<file path="src/rtl/spw_axi_intr_ctrl.sv">
// spw_axi_intr_ctrl: AXI4-Lite interrupt controller capturing SpaceWire event lines into a maskable ISR driving irq
module spw_axi_intr_ctrl #(
  parameter int          C_NUM_OF_INTR      = 1,
  parameter logic [31:0] C_INTR_SENSITIVITY = 32'hFFFFFFFF,
  parameter int          C_IRQ_ACTIVE_STATE = 1,
  parameter int          C_S_AXI_DATA_WIDTH = 32,
  parameter int          C_S_AXI_ADDR_WIDTH = 5
) (
  input  logic                            ACLK,
  input  logic                            ARESETN,
  input  logic [C_NUM_OF_INTR-1:0]        intr_src,
  input  logic [C_S_AXI_ADDR_WIDTH-1:0]   S_AXI_AWADDR,
  input  logic                            S_AXI_AWVALID,
  output logic                            S_AXI_AWREADY,
  input  logic [C_S_AXI_DATA_WIDTH-1:0]   S_AXI_WDATA,
  input  logic [C_S_AXI_DATA_WIDTH/8-1:0] S_AXI_WSTRB,
  input  logic                            S_AXI_WVALID,
  output logic                            S_AXI_WREADY,
  output logic [1:0]                      S_AXI_BRESP,
  output logic                            S_AXI_BVALID,
  input  logic                            S_AXI_BREADY,
  input  logic [C_S_AXI_ADDR_WIDTH-1:0]   S_AXI_ARADDR,
  input  logic                            S_AXI_ARVALID,
  output logic                            S_AXI_ARREADY,
  output logic [C_S_AXI_DATA_WIDTH-1:0]   S_AXI_RDATA,
  output logic [1:0]                      S_AXI_RRESP,
  output logic                            S_AXI_RVALID,
  input  logic                            S_AXI_RREADY,
  output logic                            irq
);
  localparam int N = C_NUM_OF_INTR;
  localparam logic [N-1:0] L_SENS = C_INTR_SENSITIVITY[N-1:0];
  localparam logic L_ACT = C_IRQ_ACTIVE_STATE != 0;
  typedef enum logic {W_IDLE, W_RESP} w_state_t;
  typedef enum logic {R_IDLE, R_DATA} r_state_t;
  w_state_t r_wstate, w_wnext;
  r_state_t r_rstate, w_rnext;
  logic w_wr, w_rd, r_gie, w_unused;
  logic [N-1:0] r_ier, r_isr, r_prev, w_set, w_ack, w_ipr;
  logic [31:0] w_bmask, w_rdata;
  logic [2:0] w_waddr, w_raddr;
  always_ff @(posedge ACLK or negedge ARESETN)
    if (!ARESETN) begin
      r_wstate <= W_IDLE;
      r_rstate <= R_IDLE;
    end else begin
      r_wstate <= w_wnext;
      r_rstate <= w_rnext;
    end
  always_comb begin
    w_wnext = r_wstate == W_IDLE ? ((S_AXI_AWVALID && S_AXI_WVALID) ? W_RESP : W_IDLE)
                                 : (S_AXI_BREADY ? W_IDLE : W_RESP);
    w_rnext = r_rstate == R_IDLE ? (S_AXI_ARVALID ? R_DATA : R_IDLE)
                                 : (S_AXI_RREADY ? R_IDLE : R_DATA);
  end
  always_comb begin
    w_wr = r_wstate == W_IDLE && S_AXI_AWVALID && S_AXI_WVALID;
    w_rd = r_rstate == R_IDLE && S_AXI_ARVALID;
    S_AXI_AWREADY = w_wr;
    S_AXI_WREADY = w_wr;
    S_AXI_BVALID = r_wstate == W_RESP;
    S_AXI_ARREADY = w_rd;
    S_AXI_RVALID = r_rstate == R_DATA;
  end
  assign S_AXI_BRESP = 2'b00;
  assign S_AXI_RRESP = 2'b00;
  assign w_waddr = S_AXI_AWADDR[4:2];
  assign w_raddr = S_AXI_ARADDR[4:2];
  assign w_bmask = {{8{S_AXI_WSTRB[3]}}, {8{S_AXI_WSTRB[2]}}, {8{S_AXI_WSTRB[1]}}, {8{S_AXI_WSTRB[0]}}};
  // edge sources fire only on 0->1 against the previous sample; level sources fire whenever high
  assign w_set = intr_src & ~(L_SENS & r_prev);
  assign w_ack = (w_wr && w_waddr == 3'd3) ? S_AXI_WDATA[N-1:0] & w_bmask[N-1:0] : '0;
  assign w_ipr = r_isr & r_ier;
  assign w_rdata = w_raddr == 3'd0 ? 32'(r_gie) :
                   w_raddr == 3'd1 ? 32'(r_ier) :
                   w_raddr == 3'd2 ? 32'(r_isr) :
                   w_raddr == 3'd4 ? 32'(w_ipr) : 32'd0;
  assign w_unused = &{1'b0, S_AXI_AWADDR[1:0], S_AXI_ARADDR[1:0], S_AXI_WDATA};
  always_ff @(posedge ACLK or negedge ARESETN)
    if (!ARESETN) begin
      r_gie <= 1'b0;
      r_ier <= '0;
      r_isr <= '0;
      r_prev <= '0;
      irq <= ~L_ACT;
      S_AXI_RDATA <= '0;
    end else begin
      r_prev <= intr_src;
      r_isr <= (r_isr & ~w_ack) | w_set;
      irq <= (r_gie && |w_ipr) ? L_ACT : ~L_ACT;
      if (w_wr && w_waddr == 3'd0 && S_AXI_WSTRB[0]) r_gie <= S_AXI_WDATA[0];
      if (w_wr && w_waddr == 3'd1) r_ier <= (r_ier & ~w_bmask[N-1:0]) | (S_AXI_WDATA[N-1:0] & w_bmask[N-1:0]);
      if (w_rd) S_AXI_RDATA <= w_rdata;
    end
endmodule

</file>
<file path="config.mk">
export PLATFORM = sky130hd
export DESIGN_NAME = spw_axi_intr_ctrl
export DESIGN_NICKNAME = d
export VERILOG_FILES = /design/src/rtl/spw_axi_intr_ctrl.sv
export SDC_FILE = /design/constraint.sdc
export NUM_CORES = 1
export LEC_CHECK = 0
export ABC_AREA = 0
export BUFFER_PORTS_ARGS = -buffer_cell sky130_fd_sc_hd__buf_2
export CAP_MARGIN = 20
export CORE_MARGIN = 3
export CORE_UTILIZATION = 30
export CTS_BUF_LIST = sky130_fd_sc_hd__clkbuf_8
export CTS_CLUSTER_SIZE = 28
export DETAILED_ROUTE_END_ITERATION = 7
export PLACE_DENSITY = 0.83
export SLEW_MARGIN = 20
export SYNTH_ARGS = -nofsm -noshare
export SYNTH_HDL_FRONTEND = slang
export SYNTH_SLANG_ARGS = --single-unit
</file>
<file path="constraint.sdc">
create_clock -name ACLK -period 1.6 [get_ports ACLK]
set_input_delay 0.32 -clock ACLK [delete_from_list [all_inputs] [get_ports ACLK]]
set_output_delay 0.32 -clock ACLK [all_outputs]
set_load 0.01 [all_outputs]
</file>
==> results.md <==
* Outcome: finished, final reports clean
* Final #Nets at 151
* Initial Utilization at 32.19%
* Post-route setup TNS at 0 ps
* Clock slew seen by the registers of the worst setup and hold paths at 40 ps
* Peak supply drop at 0.6104 mV
* Pwr dens at 883.4 nW/um2
* Sinks on Clock Net at 8
* Int Pwr at 0.4421 mW
* I/O pins at 96
* CP Data Arrival Time at 1450 ps
* H-tree depth at 1
* Std-Cell Rows at 16
* Via density at 3.418
* Yosys warns at 0
* Full die area at 2740 um2
* Mapped Area at 644.4 um2
* Slowest stage delay, CP at 390 ps
* Syn avg cell area at 9.076 um2
* Chip height at 52.35 um
* Total GRT Usage at 6.631%
* Post-route DRC at 0
* Logic pwr share at 22.2%
* Clock skew at 2.830 ps
* Pleak at 0.4193 nW
* Kind of critical path: reg2reg
* Final Setup Violations at 0
* Antenna cell count at 0
* Final core utilization at a little over a third
* Minimum clock period at ~1300 ps
* Core area at 2002 um2
* CP top delay family: simple AND/OR/NAND/NOR gates
* Routed wire length at 939 um
* MaxCap Viol Count at 0
* Longest Clk Path Bufs at 2
* Buffers & Inverters on Critical Path at 0
* FF+latch count, synth at 8
* Clock Root Buffer: clkbuf_8
* Die width at 52.35 um
* Post-DP HPWL at 825.5 um
* Crit start category: flip-flop
* CTS tree: yes
* Critical Path, Cell by Cell: nand3b_4 > nor4_1 > mux2_1
* Final Hold Fails at 0
* Largest net degree at the start of global routing at 9
* Fmax at 0.7435 GHz
* Switch share at between 20% and 30%
* CTS Buf Count at 3
* Critical path required time at 1700 ps
* Worst min path class: in2reg
* Initial antenna violation count at 0
* Layout overhead on the synthesized area at 8.155%
* Reg-to-reg setup timing slack at 260 ps
* Crit. End Element: flip-flop
* DRT Pass-1 Iters at 3
* Netlist cell types at 20
* DR iter-0 viols at 2
* Fin crit share at 84.06%
* Routed Antenna Nets at 0
* Switching pwr at 0.1736 mW
* RSZ-0062 raised after global routing: no
* Global route total overflow at 0
* Share of layout cells above drive strength 1 at 28.42%
* # placed instances at 118
* Setup Buffers After CTS at 0
* Crit-path slowest cell: dfrtp_1
* Final count of pins violating max slew at 0
* IO Port Bufs at 22
* Vias in the first global route at 309
* Non-Filler Instances at 122
* Vias at 417
* CP max FO at 5
* Seq pwr share at 39.7%
* Clock power frac at 38.1%
* Worst-Skew Late Latency at about 220 ps
* Register area share after synthesis at 31.07%
* Gpl congestion at around 0.61
* Wire length per cell at roughly 7.7 um
* First-pass GRT wire length at 1304 um
* Cells after Synth at 71
-- worst reg2reg max path: cells and delay by family, from the launching register on --
| family | cells | cell delay (ps) |
|---|---|---|
| AND/OR/NAND/NOR | 2 | 490 |
| flip-flops | 1 | 390 |
| multiplexers | 1 | 350 |
-- per-layer routing --
layer,wire length (um),GRT usage [%]
met2,363,9.504
met1,373,7.626
met4,0,0
met5,0,0
met3,202,6.268
-- area by class of cell --
cell class	instances	area (um2)
Inverter	5	18.77
Multi-Input combinational cell	56	282.8
Clock buffer	3	41.29
Timing Repair Buffer	23	120.1
Tap cell	27	33.78
Sequential cell	8	200.2
Fill cell	214	1305
-- repair_timing --
item,4_1_cts,5_1_grt
hold buffers,1,0
endpoints found under the hold margin,8,0
resized for setup,0,0
-- per-stage QoR --
step	power, mW	hold slack (ps)	area, um2	setup WS [ps]
floorplan	0.3932	24.41	772.0	314.3
global placement	0.3772	164.6	645.6	311.0
detailed placement	0.3810	173.8	645.6	271.9
CTS	0.6224	218.5	696.9	262.5
global route	0.6641	210.5	696.9	146.9
finish	0.6157	224.2	696.9	255.1
-- synth_stat cells --
library cell	number	area share, %
nor3_1	1	0.78
nand3_1	1	0.78
a31o_2	1	1.4
mux2_1	2	3.5
conb_1	1	0.58
nand3b_4	1	3.1
nor4_1	3	2.9
o22ai_1	1	0.97
o21ai_0	1	0.78
o31ai_1	1	1.2
nor2_1	1	0.58
inv_1	5	2.9
a21oi_1	1	0.78
and3_1	1	0.97
nand2b_1	2	1.9
nor2b_1	2	1.9
nand2_1	1	0.58
buf_4	36	42
a221oi_1	1	1.4
dfrtp_1	8	31
-- power groups by stage --
stage	registers, mW	clock network (mW)	logic, mW
after CTS	0.244	0.242	0.136
final	0.244	0.235	0.137
after floorplan	0.250	0	0.143
after detailed placement	0.247	0	0.134
after global routing	0.248	0.260	0.156
after global placement	0.246	0	0.131
-- placed cells by master (no fill, tap or decap) --
cell / netlist / layout
nor3_1: 1 / 1
nand2b_1: 2 / 2
clkbuf_8: 0 / 3
dlygate4sd3_1: 0 / 1
dfrtp_1: 8 / 8
nand2_1: 1 / 1
nand3b_4: 1 / 1
buf_2: 0 / 22
nor4_1: 3 / 3
and3_1: 1 / 1
a31o_2: 1 / 1
nand3_1: 1 / 1
o31ai_1: 1 / 1
a21oi_1: 1 / 1
inv_1: 5 / 5
o22ai_1: 1 / 1
nor2_1: 1 / 1
o21ai_0: 1 / 1
a221oi_1: 1 / 1
nor2b_1: 2 / 2
conb_1: 1 / 35
mux2_1: 2 / 2
-- kinds of logic after synthesis --
family          Yosys count  share of synthesized area [%]
mux                       2                          3.495
compound gates            6                          6.408
simple gates             13                          13.59
buf+inv                  41                          44.85
other cells               1                         0.5820
flops                     8                          31.07
-- worst paths after layout --
| kind | start | end | cells past startpoint |
|---|---|---|---|
| setup / recovery | S_AXI_BVALID$_DFF_PN0_ | r_gie$_DFFE_PN0P_ | 3 |
| hold / removal | intr_src | r_prev$_DFF_PN0_ | 1 |
| setup reg to reg | S_AXI_BVALID$_DFF_PN0_ | r_gie$_DFFE_PN0P_ | 3 |
| hold reg to reg | r_prev$_DFF_PN0_ | r_isr$_DFF_PN0_ | 1 |
| max in group asynchronous | ARESETN | S_AXI_BVALID$_DFF_PN0_ | 2 |
| min in group asynchronous | ARESETN | irq$_DFF_PN0_ | 2 |
Power figures use the tool's default switching activity.
